`src/rtl/prim_clock_sel_pkg.sv`:
```
// Shared types and defaults for the clock-select sequencer.
// Optional feature macro used by the consumers of this package:
//   PRIM_CLK_SEL_TIMEOUT_EN - bounds the QUIESCE wait and flags err_o.
package prim_clock_sel_pkg;

    typedef enum logic [2:0] {
        IDLE    = 3'd0,
        QUIESCE = 3'd1,
        SWITCH  = 3'd2,
        SETTLE  = 3'd3,
        ACK     = 3'd4
    } sel_state_e;

    localparam int unsigned DefaultSettleCycles  = 8;
    localparam int unsigned DefaultTimeoutCycles = 64;

    // Bits needed to hold the value n, never less than one.
    function automatic int unsigned cnt_width(input int unsigned n);
        return (n < 1) ? 1 : $clog2(n + 1);
    endfunction

endpackage

```
`src/rtl/prim_clock_sel_cnt.sv`:
```
// Loadable down-counter shared by the settle and quiesce-timeout counts.
// done_o is high while the count reads 1, i.e. on the last counted cycle.
module prim_clock_sel_cnt
    import prim_clock_sel_pkg::*;
#(
    parameter int unsigned Width = cnt_width(DefaultSettleCycles)
) (
    input  logic             clk_i,
    input  logic             rst_i,
    input  logic             load_i,
    input  logic [Width-1:0] load_val_i,
    input  logic             dec_i,
    output logic             done_o
);

    logic [Width-1:0] cnt_q;
    logic [Width-1:0] cnt_d;

    // Next count: load wins over decrement; the count saturates at zero.
    always_comb begin
        // NOTE: assign every always_comb output first so no path can infer a latch.
        cnt_d = cnt_q;
        if (load_i) begin
            cnt_d = load_val_i;
        end else if (dec_i && (cnt_q != '0)) begin
            cnt_d = cnt_q - 1'b1;
        end
    end

    // Count register with synchronous reset.
    always_ff @(posedge clk_i) begin
        // NOTE: sequential state uses non-blocking assignments so every register samples pre-edge values.
        if (rst_i) begin
            cnt_q <= '0;
        end else begin
            cnt_q <= cnt_d;
        end
    end

    assign done_o = (cnt_q == Width'(1));

endmodule

```
`src/rtl/prim_clock_sel_ctrl.sv`:
```
// Select sequencer for a two-input clock mux: gates the consumer with
// clk_en_o, waits for idle_i, flips sel_o, settles, then pulses ack_o.
// Optional: define PRIM_CLK_SEL_TIMEOUT_EN to bound the QUIESCE wait to
// TimeoutCycles and raise the sticky err_o when the bound forces a switch.
module prim_clock_sel_ctrl
    import prim_clock_sel_pkg::*;
#(
    parameter int unsigned SettleCycles  = DefaultSettleCycles,
    parameter logic        ResetSel      = 1'b0,
    parameter int unsigned TimeoutCycles = DefaultTimeoutCycles
) (
    input  logic clk_i,
    input  logic rst_i,
    input  logic req_i,
    input  logic req_sel_i,
    input  logic idle_i,
    output logic sel_o,
    output logic clk_en_o,
    output logic busy_o,
    output logic ack_o,
    output logic err_o
);

    localparam int unsigned SettleW = cnt_width(SettleCycles);
`ifdef PRIM_CLK_SEL_TIMEOUT_EN
    localparam int unsigned TimeoutW = cnt_width(TimeoutCycles);
    localparam int unsigned CntW     = (SettleW > TimeoutW) ? SettleW : TimeoutW;
`else
    localparam int unsigned CntW     = SettleW;
`endif

    sel_state_e state_q;
    logic       sel_q;
    logic       target_q;
    logic       clk_en_q;
    logic       busy_q;
    logic       ack_q;

    logic            cnt_load;
    logic [CntW-1:0] cnt_load_val;
    logic            cnt_dec;
    logic            cnt_done;

    // Counter control: settle count is loaded leaving SWITCH; with the
    // timeout enabled the quiesce budget is loaded when a switch is accepted.
    always_comb begin
        cnt_load     = 1'b0;
        cnt_load_val = '0;
        cnt_dec      = 1'b0;
        unique case (state_q)
            SWITCH: begin
                cnt_load     = (SettleCycles != 0);
                cnt_load_val = CntW'(SettleCycles);
            end
            SETTLE: cnt_dec = 1'b1;
`ifdef PRIM_CLK_SEL_TIMEOUT_EN
            IDLE: begin
                cnt_load     = req_i && (req_sel_i != sel_q);
                cnt_load_val = CntW'(TimeoutCycles);
            end
            QUIESCE: cnt_dec = 1'b1;
`endif
            default: ;
        endcase
    end

    prim_clock_sel_cnt #(
        .Width (CntW)
    ) u_cnt (
        .clk_i      (clk_i),
        .rst_i      (rst_i),
        .load_i     (cnt_load),
        .load_val_i (cnt_load_val),
        .dec_i      (cnt_dec),
        .done_o     (cnt_done)
    );

`ifdef PRIM_CLK_SEL_TIMEOUT_EN
    logic err_q;

    // Sticky timeout flag: set when the quiesce budget forces the switch,
    // cleared by the next accepted request.
    always_ff @(posedge clk_i) begin
        if (rst_i) begin
            err_q <= 1'b0;
        end else if (state_q == IDLE && req_i) begin
            err_q <= 1'b0;
        end else if (state_q == QUIESCE && !idle_i && cnt_done) begin
            err_q <= 1'b1;
        end
    end

    assign err_o = err_q;
`else
    assign err_o = 1'b0;
`endif

    // Sequencer FSM; outputs are registered alongside the state so they
    // change on the same edge as the state they describe.
    always_ff @(posedge clk_i) begin
        if (rst_i) begin
            state_q  <= IDLE;
            sel_q    <= ResetSel;
            target_q <= ResetSel;
            clk_en_q <= 1'b1;
            busy_q   <= 1'b0;
            ack_q    <= 1'b0;
        end else begin
            ack_q <= 1'b0;
            unique case (state_q)
                IDLE: begin
                    if (req_i) begin
                        busy_q <= 1'b1;
                        if (req_sel_i != sel_q) begin
                            target_q <= req_sel_i;
                            clk_en_q <= 1'b0;
                            state_q  <= QUIESCE;
                        end else begin
                            ack_q   <= 1'b1;
                            state_q <= ACK;
                        end
                    end
                end
                QUIESCE: begin
`ifdef PRIM_CLK_SEL_TIMEOUT_EN
                    if (idle_i || cnt_done) begin
                        state_q <= SWITCH;
                    end
`else
                    if (idle_i) begin
                        state_q <= SWITCH;
                    end
`endif
                end
                SWITCH: begin
                    sel_q <= target_q;
                    if (SettleCycles == 0) begin
                        ack_q    <= 1'b1;
                        clk_en_q <= 1'b1;
                        state_q  <= ACK;
                    end else begin
                        state_q <= SETTLE;
                    end
                end
                SETTLE: begin
                    if (cnt_done) begin
                        ack_q    <= 1'b1;
                        clk_en_q <= 1'b1;
                        state_q  <= ACK;
                    end
                end
                ACK: begin
                    busy_q  <= 1'b0;
                    state_q <= IDLE;
                end
                default: state_q <= IDLE;
            endcase
        end
    end

    assign sel_o    = sel_q;
    assign clk_en_o = clk_en_q;
    assign busy_o   = busy_q;
    assign ack_o    = ack_q;

endmodule

```
`config.mk`:
```
export PLATFORM = sky130hd
export DESIGN_NAME = prim_clock_sel_ctrl
export DESIGN_NICKNAME = d
export VERILOG_FILES = /design/src/rtl/prim_clock_sel_pkg.sv /design/src/rtl/prim_clock_sel_cnt.sv /design/src/rtl/prim_clock_sel_ctrl.sv
export SDC_FILE = /design/constraint.sdc
export NUM_CORES = 1
export LEC_CHECK = 0
export CAP_MARGIN = 20
export CORE_AREA = 2 2 39 41
export DETAILED_ROUTE_END_ITERATION = 8
export DIE_AREA = 0 0 41 43
export PLACE_DENSITY_LB_ADDON = 0.15
export SLEW_MARGIN = 15
export SYNTH_ARGS = -nofsm -noshare
export SYNTH_HDL_FRONTEND = slang
export SYNTH_SLANG_ARGS = --single-unit
export TNS_END_PERCENT = 5
```
`constraint.sdc`:
```
create_clock -name clk_i -period 1.9 [get_ports clk_i]
set_clock_uncertainty 0.2 [all_clocks]
set_input_delay 0.38 -clock clk_i [delete_from_list [all_inputs] [get_ports clk_i]]
set_output_delay 0.38 -clock clk_i [all_outputs]
set_load 0.005 [all_outputs]
```
==> metrics.cfg, run 1 <==
[detailed_routing]
drc_errors=0
antenna_left=0
routed_via_density=5.52
dr_total_vias=519
drt_iter0_markers=5
wire_per_inst_um=12.0
drt_wl_total_mm=1.12
drtPass1Iterations=4

[setup_path]
cp_slowest_cell=clkdlybuf4s50_1
critPathTopFamily=buffers and inverters
critPathBufInv=1
cp_max_fo=4
worstPathArrival_ns=1.16
start_kind=register
crit_required_ns=1.32
path_cells=clkdlybuf4s50_1
ff2ff_setup_slack_ns=0.17
worst_setup_path_end_kind=output pin
crit_type=register to output pin
max_stage_delay_ns=0.52

[clocking]
cts_tree=done
clock_latency_ns=0.26
cts_resized=0
cts-root-buf=clkbuf_4
post_cts_buffers=0
cts_buffer_depth=2
cts_num_sinks=12
cts_made_buffers=3
ctsHoldBuffers=0
h-tree-depth=1
clk_pin_slew_ns=0.07

[place]
place_hpwl_um=821
routabilityCongestion=0.700
port_buffers=8
dpl.cell_count=91
placed_cell_area_um2=708

[logic_synthesis]
async_reset_ff_share_pct=0
syn_area_per_cell_um2=8.94
synthCells=70
synth_ff_type=dfxtp_1
synth_top_family_by_area=simple AND/OR/NAND/NOR gates
synth_top_area_cell=dfxtp_1
ys_seq_area_share_pct=38.4
yosys-top-cells-area=dfxtp_1, a21oi_1, ha_1
synth-compound-area-share_pct=20.0
ys_ff_latch=12
synth_nets=77
synthAdderAreaFrac_pct=4.00
muxShareOfSynthArea_pct=1.60
synth_top_area_share_pct=38.4
synth_edf_count=0
yosys_warnings=0
yosysUniqueCellTypes=30
synth-xor-area-share_pct=1.40
synth_simple_gate_area_share_pct=26.4
syn_area_um2=626

[timing]
slew_viol_final=0
period_needed_ns=1.74
finalCritPeriodShare_pct=91.8
fmax_ghz=0.573
finalHoldViolCount=0
final-setup-viol-count=0
hold_slack_ns=0.293
grt_setup_unrepaired=false

[floorplan]
die_area_um2=1760
die-width_um=41
num_rows=14
io_pins=10
core_um2=1380
initial_core_util_pct=45.2
die_height_um=43

[grt]
grt_pass1_wl_mm=1.96
antenna_found_initial=0
grt_max_degree=11
track_usage_pct=16.1
grt_pass1_vias=510
grt_overflow_total=0

[pwr]
ir_drop_mv=0.347
finalPower_w=0.000535
leakagePower_nw=0.286
powerDensity_nw_per_um2=731

[worst_hold_path]
hold_path_class=register to register

[cells_and_area]
stdcell_count=94
layout-drive-gt1-share_pct=12.8
final_area_um2=732
seq_area_um2=240
post-route-util_pct=52.9
fill_cells=135
multi_input_area_um2=339
syn2layout_area_growth_pct=17.0
num-nets-final=87
antennaDiodeCount=0

[outcome]
status=complete, no violations

[job]
drv_cap=0

## cell usage after synthesis, types with 2 or more instances
master and instances:
dfxtp_1 12, a21oi_1 6, nor2_1 5, o21ai_0 5
inv_1 4, nand2b_1 3, or3_1 3, a2111oi_0 2
a31oi_1 2, buf_2 2, ha_1 2, nand3_1 2
nor3b_1 2, o21a_1 2, or3b_2 2, or4_1 2
## area by class of cell
type / count / area share, %
clock buffers: 3 / 3.08
well taps: 16 / 2.74
flip-flops and latches: 12 / 32.8
inverters: 4 / 2.05
multi-input cells: 49 / 46.3
repair buffers: 10 / 13.0
## stage by stage
step | setup WS (ns) | TNS, ns
final | 0.156 | 0
after CTS | 0.142 | 0
after floorplan | 0.285 | 0
after detailed placement | -0.0311 | -0.0614
after global routing | 0.0414 | 0
after global placement | 0.0237 | 0
## path summary, 6_finish.rpt
path	startpoint	endpoint	depth (start not counted)
worst min register to register	clk_en_o$_SDFFE_PP1P_	clk_en_o$_SDFFE_PP1P_	1
worst max register to register	u_cnt.cnt_q[0]$_SDFFE_PP0P_	u_cnt.cnt_q[3]$_SDFFE_PP0P_	5
worst max-delay path	sel_o$_SDFFE_PP0N_	sel_o	1
worst min-delay path	clk_en_o$_SDFFE_PP1P_	clk_en_o$_SDFFE_PP1P_	1
## kinds of logic (layout without fill, tap and decap cells)
family / count (synthesis) / count (layout)
multiplexers: 1 / 1
flip-flops: 12 / 12
XOR/XNOR: 1 / 1
buffers and inverters: 9 / 17
other: 1 / 1
AO/OA/AOI/OAI: 20 / 20
AND/OR/NAND/NOR: 24 / 24
adder cells (fa/ha/maj): 2 / 2
## registers in the layout (all words and copies together) (netlist names)
register	flops
u_cnt.cnt_q	4
clk_en_o	1
target_q	1
busy_o	1
sel_o	1
ack_o	1
state_q	3
## routing by layer
layer / global-route usage (%) / share of wire (%) / vias to the layer above
met2: 22.5 / 42 / 10
met1: 21.6 / 52 / 235
met3: 3.14 / 4.0 / 4
met5: 0 / 0 / -
li1: - / - / 270
met4: 10.0 / 1.9 / 0
## power by group
group          leakage, nW  switching [W]  total (W)  internal [W]
Combinational        0.174      0.0000395  0.0000927     0.0000532
Clock               0.0138      0.0000757   0.000149     0.0000732
Sequential          0.0981      0.0000232   0.000293      0.000270
## layout by cell type, fill, tap and decap left out, drive strengths merged, types with 3 or more instances in the layout
cell type	n
or3	3
nor2	6
clkbuf	3
o21ai	5
a21oi	6
clkdlybuf4s50	8
inv	4
nand2b	3
dfxtp	12
Power figures use the tool's default switching activity.
==> run 2, diff against run 1 <==
--- a/config.mk
+++ b/config.mk
@@ -6,9 +6,9 @@
 export NUM_CORES = 1
 export LEC_CHECK = 0
 export CAP_MARGIN = 20
-export CORE_AREA = 2 2 39 41
+export CORE_MARGIN = 5
+export CORE_UTILIZATION = 45
 export DETAILED_ROUTE_END_ITERATION = 8
-export DIE_AREA = 0 0 41 43
 export PLACE_DENSITY_LB_ADDON = 0.15
 export SLEW_MARGIN = 15
 export SYNTH_ARGS = -nofsm -noshare
==> run 2 against run 1 <==
Compared with the run above: final area grew 1.5%; sequential power is essentially flat; power grew 10%; largest power group unchanged; die area grew 27%; routed wire length grew 0.53%; critical path type unchanged; register-to-register slack is essentially flat; sequential share of layout area shrank 0.50 points; critical path depth is the same.
==> metrics.cfg, run 2 (synthesis results as in run 1) <==
[outcome]
status=complete, no violations

[cells_and_area]
layout-drive-gt1-share_pct=13.9  ; +1.1 points
top_register=u_cnt.cnt_q
final_area_um2=743  ; +1.5%
final_common_cell=dfxtp_1
fill_cells=123  ; -8.9%
most-common-layout-cells=dfxtp_1, clkdlybuf4s50_1, a21oi_1, o21ai_0, nor2_1
syn2layout_area_growth_pct=18.8
largest_reg_flops=4  ; unchanged
reg_top3=u_cnt.cnt_q (4), state_q (3)
stdcell_count=94  ; unchanged
antennaDiodeCount=0  ; unchanged
num-nets-final=87  ; unchanged

[clocking]
cts-root-buf=clkbuf_4
cts_made_buffers=3  ; unchanged
cts_num_sinks=12  ; unchanged
clk_pin_slew_ns=0.08  ; about the same
h-tree-depth=1  ; unchanged
cts_tree=done
post_cts_buffers=0  ; unchanged
cts_buffer_depth=2  ; unchanged
cts_resized=0  ; unchanged
ctsHoldBuffers=0  ; unchanged
clock_latency_ns=0.28  ; +0.02 ns

[grt]
grt_pass1_vias=464  ; -9.0%
grt_pass1_wl_mm=1.97  ; +0.71%
grt_max_degree=11  ; unchanged
track_usage_pct=13.1  ; -2.9 points
grt_overflow_total=0  ; unchanged
antenna_found_initial=0  ; unchanged

[detailed_routing]
routed_via_density=5.48  ; -0.77%
drt_wl_total_mm=1.13  ; +0.53%
drtPass1Iterations=4  ; unchanged
wire_per_inst_um=12.0  ; +0.53%
drc_errors=0  ; unchanged
drt_iter0_markers=3  ; -2
antenna_left=0  ; unchanged
dr_total_vias=515  ; -0.77%

[pwr]
comb_power_share_pct=15.6  ; -1.7 points
p_seq_share_pct=49.7  ; -5.1 points
intPower_w=0.000439  ; +11%
p_switching_w=0.000150  ; +8.1%
powerDensity_nw_per_um2=792  ; +8.5%
p_clk_share_pct=34.6  ; +6.8 points
leakagePower_nw=0.293  ; +2.5%
ir_drop_mv=0.412  ; +19%
netSwitchingFraction_pct=25.4  ; -0.48 points

[floorplan]
initial_core_util_pct=48.1  ; +2.9 points
num_rows=13  ; -1
die_height_um=47.3  ; +10%
io_pins=10  ; unchanged
die-width_um=47.3  ; +15%
core_um2=1300  ; -6.0%
die_area_um2=2240  ; +27%

[job]
drv_cap=0  ; unchanged

[place]
placed_cell_area_um2=707  ; -0.18%
routabilityCongestion=0.703  ; +0.39%
place_hpwl_um=822  ; about the same
dpl.cell_count=90  ; -1.1%
port_buffers=8  ; unchanged

[setup_path]
reg2reg_to=u_cnt.cnt_q[3]$_SDFFE_PP0P_
crit_start=sel_o$_SDFFE_PP0N_
ff2ff_setup_slack_ns=0.18  ; about the same
critPathTopFamily=buffers and inverters
worst_r2r_startpoint=u_cnt.cnt_q[0]$_SDFFE_PP0P_
worstPathArrival_ns=1.18  ; +0.02 ns
cp_slowest_cell=clkdlybuf4s50_1
cp_num_cells=1  ; unchanged
critPathBufInv=1  ; unchanged
start_kind=register
path_cells=clkdlybuf4s50_1
worst_setup_path_end_kind=output pin
max_stage_delay_ns=0.52  ; about the same
crit_type=register to output pin
r2r.worst_path.cells=5  ; unchanged
crit_required_ns=1.32  ; about the same
cp_max_fo=4  ; unchanged

[worst_hold_path]
hold_path_depth=1  ; unchanged
min-delay-start=clk_en_o$_SDFFE_PP1P_
min_to=clk_en_o$_SDFFE_PP1P_
hold_path_class=register to register

[timing]
grt_setup_unrepaired=false
finalCritPeriodShare_pct=92.7  ; +0.95 points
tightestPinTransition_ns=0.565
final-setup-viol-count=0  ; unchanged
finalHoldViolCount=0  ; unchanged
relSlewSlack_pct=62.2
fmax_ghz=0.568  ; -1.0%
period_needed_ns=1.76  ; +0.0181 ns
slew_viol_final=0  ; unchanged

run 2: worst max-delay path by stage:
stage                                  endpoint
floorplan           u_cnt.cnt_q[3]$_SDFFE_PP0P_
global placement               ack_o$_SDFF_PP0_
detailed placement             ack_o$_SDFF_PP0_
CTS                                       sel_o
global route                              sel_o
finish                                    sel_o
run 2: stage by stage:
| step | setup WS, ns | setup TNS [ns] | hold slack [ns] | util (%) | total power [W] |
|---|---|---|---|---|---|
| after floorplan | 0.285 | 0 | 0.261 | - | 0.000357 |
| after global placement | 0.0305 | 0 | 0.258 | 54.3 | 0.000391 |
| after detailed placement | -0.0470 | -0.0485 | 0.253 | 54.3 | 0.000390 |
| after CTS | 0.121 | 0 | 0.283 | 57.1 | 0.000599 |
| after global routing | 0.0818 | 0 | 0.331 | 57.1 | 0.000630 |
| final | 0.138 | 0 | 0.277 | 57.1 | 0.000589 |
run 2: metal layers:
metal	global-route usage (%)	vias to the layer above	part of all wire, %
met5	0	-	0
met4	6.63	0	1.8
met3	5.75	4	8.2
met2	17.9	17	38
met1	17.3	224	51
li1	-	270	-
run 2: final cells by class:
| cell class | instances | area, um2 | area share [%] |
|---|---|---|---|
| repair buffers | 10 | 95.1 | 12.8 |
| flip-flops and latches | 12 | 240 | 32.3 |
| clock buffers | 4 | 36.3 | 4.88 |
| well taps | 15 | 18.8 | 2.53 |
| inverters | 4 | 15.0 | 2.02 |
| multi-input cells | 49 | 338 | 45.5 |
run 2: power groups by stage:
stage                     logic (W)  clock network [W]  registers (W)
after floorplan           0.0000728                  0       0.000284
after global placement    0.0000926                  0       0.000299
after detailed placement  0.0000916                  0       0.000299
after CTS                 0.0000924           0.000213       0.000293
after global routing       0.000103           0.000230       0.000297
final                     0.0000921           0.000204       0.000293
